<file path="config.mk">
export PLATFORM = sky130hd
export DESIGN_NAME = moore_seq_detector
export DESIGN_NICKNAME = d
export VERILOG_FILES = /design/src/rtl/seq_det_pkg.sv /design/src/rtl/sat_counter.sv /design/src/rtl/moore_seq_detector.sv
export SDC_FILE = /design/constraint.sdc
export NUM_CORES = 1
export LEC_CHECK = 0
export ABC_AREA = 1
export BUFFER_PORTS_ARGS = -buffer_cell sky130_fd_sc_hd__buf_2
export CORE_UTILIZATION = 50
export CTS_CLUSTER_DIAMETER = 60
export CTS_CLUSTER_SIZE = 40
export DETAILED_ROUTE_END_ITERATION = 10
export GPL_TIMING_DRIVEN = 0
export PLACE_DENSITY = 0.73
export SYNTH_ARGS = -nofsm -noshare
export SYNTH_HDL_FRONTEND = slang
export SYNTH_SLANG_ARGS = --single-unit
</file>
<file path="constraint.sdc">
create_clock -name clk -period 1.7 [get_ports clk]
set_input_delay 0.34 -clock clk [delete_from_list [all_inputs] [get_ports clk]]
set_output_delay 0.34 -clock clk [all_outputs]
set_load 0.01 [all_outputs]
</file>
<file path="src/rtl/seq_det_pkg.sv">
// Shared helpers for the serial pattern detector: state width and the
// elaboration-time KMP transition/failure functions.
package seq_det_pkg;

    localparam int unsigned SEQ_MAX_LEN = 16;

    function automatic int unsigned seq_state_w(input int unsigned len);
        return $clog2(len + 1);
    endfunction

    // Longest k such that (first s pattern bits, then b) ends with the first k pattern bits.
    function automatic int unsigned seq_next(
        input logic [SEQ_MAX_LEN-1:0] pattern,
        input int unsigned            len,
        input int unsigned            s,
        input logic                   b
    );
        int unsigned best;
        int unsigned idx;
        logic        ok;
        logic        c;
        best = 0;
        for (int unsigned k = 1; k <= s + 1 && k <= len; k++) begin
            ok = 1'b1;
            for (int unsigned j = 0; j < k; j++) begin
                idx = s + 1 - k + j;
                c   = (idx < s) ? pattern[len-1-idx] : b;
                if (c != pattern[len-1-j]) ok = 1'b0;
            end
            if (ok) best = k;
        end
        return best;
    endfunction

    // Longest proper prefix of the full pattern that is also a suffix of it.
    function automatic int unsigned seq_fail(
        input logic [SEQ_MAX_LEN-1:0] pattern,
        input int unsigned            len
    );
        int unsigned best;
        logic        ok;
        best = 0;
        for (int unsigned k = 1; k < len; k++) begin
            ok = 1'b1;
            for (int unsigned j = 0; j < k; j++) begin
                if (pattern[len-1-j] != pattern[k-1-j]) ok = 1'b0;
            end
            if (ok) best = k;
        end
        return best;
    endfunction

endpackage

</file>
<file path="src/rtl/sat_counter.sv">
// Saturating event counter with a sticky saturation flag and synchronous clear.
module sat_counter #(
    parameter int W = 8
) (
    input  logic         clk_i,
    input  logic         rst_ni,
    input  logic         en_i,
    input  logic         inc_i,
    input  logic         clear_i,
    output logic [W-1:0] count_o,
    output logic         sat_o
);

    logic [W-1:0] count_q, count_d;
    logic         sat_q;

    always_comb begin
        count_d = count_q;
        if (en_i && inc_i && (count_q != '1)) count_d = count_q + W'(1);
    end

    always_ff @(posedge clk_i or negedge rst_ni) begin
        if (!rst_ni) begin
            count_q <= '0;
            sat_q   <= 1'b0;
        end else if (clear_i) begin
            count_q <= '0;
            sat_q   <= 1'b0;
        end else begin
            count_q <= count_d;
            sat_q   <= sat_q | (count_d == '1);
        end
    end

    assign count_o = count_q;
    assign sat_o   = sat_q;

endmodule

</file>
<file path="src/rtl/moore_seq_detector.sv">
// Moore serial pattern detector: KMP transition table fixed at elaboration,
// registered match output and a saturating match counter.
module moore_seq_detector
    import seq_det_pkg::*;
#(
    parameter int                 PAT_LEN = 4,
    parameter logic [PAT_LEN-1:0] PATTERN = 4'b1101,
    parameter bit                 OVERLAP = 1'b1,
    parameter int                 CNT_W   = 8
) (
    input  logic                            clk,
    input  logic                            reset,
    input  logic                            en,
    input  logic                            clear,
    input  logic                            A,
    output logic                            match,
    output logic [seq_state_w(PAT_LEN)-1:0] S,
    output logic [CNT_W-1:0]                match_count,
    output logic                            cnt_sat
);

    localparam int unsigned SW      = seq_state_w(PAT_LEN);
    localparam int unsigned LAST    = PAT_LEN;
    localparam logic [SEQ_MAX_LEN-1:0] PAT_EXT = SEQ_MAX_LEN'(PATTERN);
    localparam int unsigned FAIL_S  = OVERLAP ? seq_fail(PAT_EXT, PAT_LEN) : 0;

    if (PAT_LEN < 2 || PAT_LEN > 16) begin : g_bad_len
        $error("moore_seq_detector: PAT_LEN must be in 2..16");
    end

    logic [SW-1:0] trans_tbl [0:PAT_LEN][0:1];
    logic [SW-1:0] S_q, S_d;
    logic          match_q;
    logic          hit;

    // The detected state reuses the row of its fallback state, so no runtime search is needed.
    for (genvar gs = 0; gs <= PAT_LEN; gs++) begin : g_state
        for (genvar gb = 0; gb < 2; gb++) begin : g_bit
            localparam int unsigned SRC = (gs == PAT_LEN) ? FAIL_S : gs;
            assign trans_tbl[gs][gb] = SW'(seq_next(PAT_EXT, PAT_LEN, SRC, 1'(gb)));
        end
    end

    always_comb begin
        S_d = '0;
        for (int unsigned i = 0; i <= LAST; i++) begin
            if (S_q == SW'(i)) S_d = trans_tbl[i][A];
        end
    end

    assign hit = (S_d == SW'(PAT_LEN));

    always_ff @(posedge clk or negedge reset) begin
        if (!reset) begin
            S_q     <= '0;
            match_q <= 1'b0;
        end else if (clear) begin
            S_q     <= '0;
            match_q <= 1'b0;
        end else if (en) begin
            S_q     <= S_d;
            match_q <= hit;
        end
    end

    sat_counter #(
        .W (CNT_W)
    ) u_hit_cnt (
        .clk_i   (clk),
        .rst_ni  (reset),
        .en_i    (en),
        .inc_i   (hit),
        .clear_i (clear),
        .count_o (match_count),
        .sat_o   (cnt_sat)
    );

    assign S     = S_q;
    assign match = match_q;

endmodule
</file>
==> results of run 1 <==
[area by class of cell]
cell class                      count  area share [%]
Multi-Input combinational cell     87            46.1
Sequential cell                    13            31.9
Tap cell                           16            1.95
Inverter                           17            6.33
Timing Repair Buffer               20            10.7
Clock buffer                        4            2.55
Buffer                              1           0.487
[flip-flops by register name, summed over array words and instances (netlist names)]
register,cells
S,3
match,1
u_hit_cnt.count_o,8
u_hit_cnt.sat_o,1
[synthesized netlist by cell type (2+ instances only)]
master / number
nand3_2: 2
nand2_1: 37
inv_1: 14
nor2_1: 15
a21oi_1: 2
nand2_2: 2
dfrtp_1: 13
o21ai_0: 4
nand3_1: 9
nand4_1: 3
inv_2: 2
nand2_4: 2
[per-layer routing]
layer	routed length [microns]	part of all wire [%]	global-route usage [%]
met1	810	46	28.6
met2	877	49	37.6
met3	59	3.3	3.75
met4	27	1.5	9.38
met5	0	0	0
[cells in the final DEF, fill, tap and decap left out, types with 3 or more instances in the layout]
master,synthesis,routed
nand2_1,37,37
buf_2,1,18
nor2_1,15,15
inv_1,14,14
dfrtp_1,13,11
nand3_1,9,9
o21ai_0,4,4
nand4_1,3,3
clkbuf_4,0,3
[per-stage QoR]
step | hold slack, ns | power (mW) | setup slack (ns)
after floorplan | 0.0444 | 0.344 | 0.169
after global routing | 0.393 | 0.581 | 0.00633
final | 0.383 | 0.551 | 0.139
after CTS | 0.377 | 0.563 | 0.0210
after detailed placement | 0.246 | 0.365 | 0.0104
after global placement | 0.241 | 0.363 | 0.0318
[what timing repair did]
action / 4_1_cts / 5_1_grt
setup endpoints to repair: 1 / 1
buffers inserted: 0 / 2
hold buffers: 1 / 0
resized for setup: 1 / 3
hold endpoints to repair: 13 / 0
[logic make-up after synthesis]
group	count (synthesis)
DFF	13
and+or+nand+nor	75
AOI/OAI and AO/OA	9
adders and majority gates	1
buffers and inverters	18
xor gates and xnor gates	2
[power by group through the flow]
stage | combinational (mW) | clock [mW] | sequential (mW)
after floorplan | 0.0208 | 0 | 0.323
after global placement | 0.0410 | 0 | 0.322
after detailed placement | 0.0425 | 0 | 0.322
after CTS | 0.0444 | 0.202 | 0.316
after global routing | 0.0500 | 0.215 | 0.316
final | 0.0438 | 0.192 | 0.316
[tightest hold or removal path, delay by kind of cell]
family          cells  cell delay (ns)
simple gates        1             0.07
compound gates      1             0.07
buf+inv             2             0.13
[final timing paths]
kind                       cells after the start                    to  slack, ns
setup reg to reg                              10       u_hit_cnt.sat_o       0.14
hold / removal                                 4                  S[0]       0.38
min in group asynchronous                      2                  S[0]       0.47
hold reg to reg                                2       u_hit_cnt.sat_o       0.52
max in group asynchronous                      2  u_hit_cnt.count_o[1]       0.99
setup / recovery                              10       u_hit_cnt.sat_o       0.14
==> impl_metrics.yaml, run 1 <==
run_status:
  status: "complete, but fails checks"
  violations: "design-rule violations"
setup_path:
  critPathBufInv: 1
  endpoint_kind: "flop"
  worstPathCellList: "ha_4, nand3_2, clkinv_2, nand2_4, nand3_1, nand2_1, nand3_1, nor2_1, nand2_1, a21oi_2"
  worstSetupPathType: "flop to flop"
  slowest_delay_ns: 0.45
  cp.required_ns: 1.91
  worstSetupStartpointType: "flop"
  cpMaxStageDelayCell: "dfrtp_2"
  worstSetupStartpoint: "u_hit_cnt.count_o[1]"
  crit_arrival_ns: 1.77
  r2r_start: "u_hit_cnt.count_o[1]"
  crit_family: "simple AND/OR/NAND/NOR gates"
  crit_path_max_fanout: 5
global_routing:
  grt_pass1_wl_microns: 3110
  grt_overflow_total: 0
  grt_usage_pct: 22.4
  antenna_found_initial: 0
  grt_pass1_vias: 734
  grt_max_degree: 14
floorplan:
  dieHeight_microns: 43.4
  rows: 14
  die_x_microns: 43.4
  floorplan.initialDensity_pct: 55.0
  dieArea_sq_um: 1880
  ios: 18
  coreArea_sq_um: 1560
drt:
  antenna_left: 0
  first_iter_violations: 15
  remaining_drc_errors: 4
  viasPerCell: 5.13
  dr_total_vias: 811
  firstDrtPassIters: 7
  wirelength_microns: 1780
  wire_per_inst_microns: 11.2
sta:
  timing.fmax_mhz: 641
  hold_violations: 0
  grt_setup_unrepaired: "no"
  finClkSkew_ns: 0.00193
  setup_tns_ns: 0
  final-setup-viol-count: 0
  maxSlewHeadroom_pct: 80.4
  post-route-period-util_pct: 91.8
  min_period_ns: 1.56
  worstMarginPinSlew_ns: 0.294
  maxSlewViolCount: 0
logic_synthesis:
  synth_top_family_by_area: "simple AND/OR/NAND/NOR gates"
  synthArstFlopShare_pct: 100
  yosysTopAreaCellShare_pct: 38.0
  synth-edff-count: 0
  ys_ff_latch: 13
  synth_compound_area_share_pct: 6.13
  synth_area_per_cell_sq_um: 7.26
  synthCells: 118
  synthFlopType: "dfrtp_1"
  yosys-top-cells-area: "dfrtp_1, nand2_1, nor2_1"
  synth_xor_xnor_area_share_pct: 2.04
  yosysSeqAreaShare_pct: 38.0
  synth_area_sq_um: 857
  synth_fp_nets: 124
  synth_adder_area_share_pct: 1.46
  muxShareOfSynthArea_pct: 0
  ys_types: 25
  synthSimpleGateAreaFrac_pct: 44.2
  synth_largest_area_cell: "dfrtp_1"
  synth_warnings: 0
layout:
  utilization_pct: 66.0
  multi_input_area_sq_um: 474
  synthToLayoutAreaGrowth_pct: 20.0
  nNetsFinal: 149
  nFillCells: 146
  seqCellArea_sq_um: 328
  drive_gt1_share_pct: 28.2
  diodes: 0
  final_cells: 158
  fin_area_sq_um: 1030
power_and_ir_drop:
  clockPowerShare_pct: 34.8
  p_sw_uw: 133
  p_leak_nw: 0.560
  p_comb_share_pct: 7.9
  irDropWorstVdd_uv: 356
  swShare_pct: 24.1
  p_seq_share_pct: 57.3
  p_int_uw: 418
  p_per_area_nw_per_um2: 536
hold_path:
  min_path_type: "primary input to flop"
  min-delay-start: "clear"
cts:
  cts_root_buffer: "clkbuf_4"
  clock_path_buffers: 2
  htreeDepth: 1
  clk-insertion-delay-late_ns: 0.27
  cts.sinks: 13
  cts_tree: "built"
  cts.clk_slew.worst_paths_ns: 0.08
  numCtsBuffers: 3
placed_design:
  gp_congestion: 0.747
  dpl.hpwl_microns: 1390
  placed_cells: 151
  placedInstanceArea_sq_um: 962
  portBuffers: 17
flow_run:
  max-cap-violations: 0
Power figures use the tool's default switching activity.
==> run 2: changes to the inputs <==
--- a/config.mk
+++ b/config.mk
@@ -6,7 +6,7 @@
 export NUM_CORES = 1
 export LEC_CHECK = 0
 export ABC_AREA = 1
-export BUFFER_PORTS_ARGS = -buffer_cell sky130_fd_sc_hd__buf_2
+export BUFFER_PORTS_ARGS = -buffer_cell sky130_fd_sc_hd__buf_4
 export CORE_UTILIZATION = 50
 export CTS_CLUSTER_DIAMETER = 60
 export CTS_CLUSTER_SIZE = 40
==> run 2 against run 1 <==
Compared with the run above:
- the run still ends with design-rule violations left
- clock power hardly changed
- final cell count is the same
- combinational power rose by 8.9%
- worst hold slack got worse by 0.016 ns
- non-clock buffer count did not move
- register-to-register slack lost 0.02 ns
- global-route usage shrank 0.55 points
- worst setup slack lost 0.022 ns
- largest power group unchanged
==> impl_metrics.yaml, run 2 (synthesized netlist as in run 1, its figures left out) <==
drt:
  dr_total_vias: 783
  wire_per_inst_microns: 10.9
  wirelength_microns: 1730
  first_iter_violations: 12
  antenna_left: 0
  remaining_drc_errors: 4
  firstDrtPassIters: 7
  viasPerCell: 4.96
sta:
  final-setup-viol-count: 0
  post-route-period-util_pct: 93.1
  min_period_ns: 1.58
  grt_setup_unrepaired: "no"
  hold_violations: 0
  maxSlewHeadroom_pct: 82.5
  hold-worst-slack_ns: 0.367
  finClkSkew_ns: 0.00298
  setup_tns_ns: 0
  timing.fmax_mhz: 632
  maxSlewViolCount: 0
  worstMarginPinSlew_ns: 0.262
  worst_slack_ns: 0.117
layout:
  final_cell_mix: "nand2_1, buf_4, nor2_1, inv_1, dfrtp_1"
  fin_area_sq_um: 1080
  largest_register_ffs: 8
  utilization_pct: 69.0
  final_common_cell: "nand2_1"
  nNetsFinal: 149
  diodes: 0
  final_cells: 158
  drive_gt1_share_pct: 28.9
  synthToLayoutAreaGrowth_pct: 25.5
floorplan:
  floorplan.initialDensity_pct: 55.0
  coreArea_sq_um: 1560
  die_x_microns: 43.4
  ios: 18
  rows: 14
  dieArea_sq_um: 1880
  dieHeight_microns: 43.4
hold_path:
  min_path_type: "primary input to flop"
  hold-path-cell-count: 4
  min_to: "S[0]"
  min-delay-start: "clear"
placed_design:
  placedInstanceArea_sq_um: 1000
  gp_congestion: 0.796
  place_ws_ns: 0.0102
  portBuffers: 17
  placed_cells: 151
  dpl.hpwl_microns: 1380
setup_path:
  worstSetupStartpointType: "flop"
  rr_worst_depth: 10
  worstSetupStartpoint: "u_hit_cnt.count_o[0]"
  slowest_delay_ns: 0.45
  endpoint_kind: "flop"
  rrSetupSlack_ns: 0.12
  cp.required_ns: 1.91
  cpMaxStageDelayCell: "dfrtp_2"
  cp_common_cell: "nand2_1"
  rr_endpoint: "u_hit_cnt.sat_o"
  crit_path_max_fanout: 5
  worstPathCellList: "ha_4, nand3_2, clkinv_2, nand2_4, nand3b_1, nand2_1, nand3_1, nor2_1, nand2_1, a21oi_2"
  worstSetupPathType: "flop to flop"
  crit_arrival_ns: 1.79
  r2r_start: "u_hit_cnt.count_o[0]"
power_and_ir_drop:
  irDropWorstVdd_uv: 402
  p_per_area_nw_per_um2: 517
  fin_total_pwr_uw: 556
  p_leak_nw: 0.562
global_routing:
  grt_usage_pct: 21.8
  grt_pass1_wl_microns: 2970
  antenna_found_initial: 0
  grt_max_degree: 14
  grt_overflow_total: 0
  grt_pass1_vias: 709
cts:
  numCtsBuffers: 3
  clk-insertion-delay-late_ns: 0.27
  clock_path_buffers: 2
  cts.clk_slew.worst_paths_ns: 0.08
  cts.sinks: 13
  htreeDepth: 1
  cts_root_buffer: "clkbuf_4"
  cts_tree: "built"
flow_run:
  max-cap-violations: 0
run_status:
  violations: "design-rule violations"
  status: "complete, but fails checks"
## run 2: report_power, final
part / total (mW) / internal [mW] / switching [mW]
Combinational: 0.0477 / 0.0198 / 0.0278
Clock: 0.193 / 0.0909 / 0.102
Sequential: 0.316 / 0.312 / 0.00437
## run 2: worst max path at each step
stage	slack (ns)	end	depth (start not counted)
4_1_cts	0.01	u_hit_cnt.sat_o	10
2_1_floorplan	0.17	u_hit_cnt.sat_o	11
3_5_place_dp	0.01	u_hit_cnt.sat_o	11
5_1_grt	0.004	u_hit_cnt.sat_o	10
3_3_place_gp	0.02	u_hit_cnt.sat_o	11
6_report	0.12	u_hit_cnt.sat_o	10
## run 2: routing by layer
metal  vias up  track usage (%)  wire [microns]
li1        418                -               -
met1       351             28.8             793
met2        12             35.5             868
met3         2             3.75              44
met4         0             9.38              19
met5         -                0               0
## run 2: timing repair
| action | in CTS | in global routing |
|---|---|---|
| hold buffers | 1 | 0 |
| setup buffers | 0 | 2 |
| cloned | 0 | 0 |
| pin swaps | 0 | 2 |
| setup endpoints to repair | 1 | 1 |
| gates resized for setup | 1 | 4 |
| hold endpoints to repair | 13 | 0 |
## run 2: cell type report
class / count / area, sq um
Sequential cell: 13 / 328
Inverter: 17 / 65.1
Clock buffer: 4 / 26.3
Multi-Input combinational cell: 87 / 479
Timing Repair Buffer: 20 / 153
Tap cell: 16 / 20.0
Buffer: 1 / 5.00
Fill cell: 142 / 483
## run 2: worst max-delay path: cells and delay by family (launching register included)
| kind | cells | cell delay, ns |
|---|---|---|
| and+or+nand+nor | 7 | 0.68 |
| DFF | 1 | 0.45 |
| AOI/OAI and AO/OA | 1 | 0.11 |
| buffers and inverters | 1 | 0.08 |
| adders and majority gates | 1 | 0.18 |
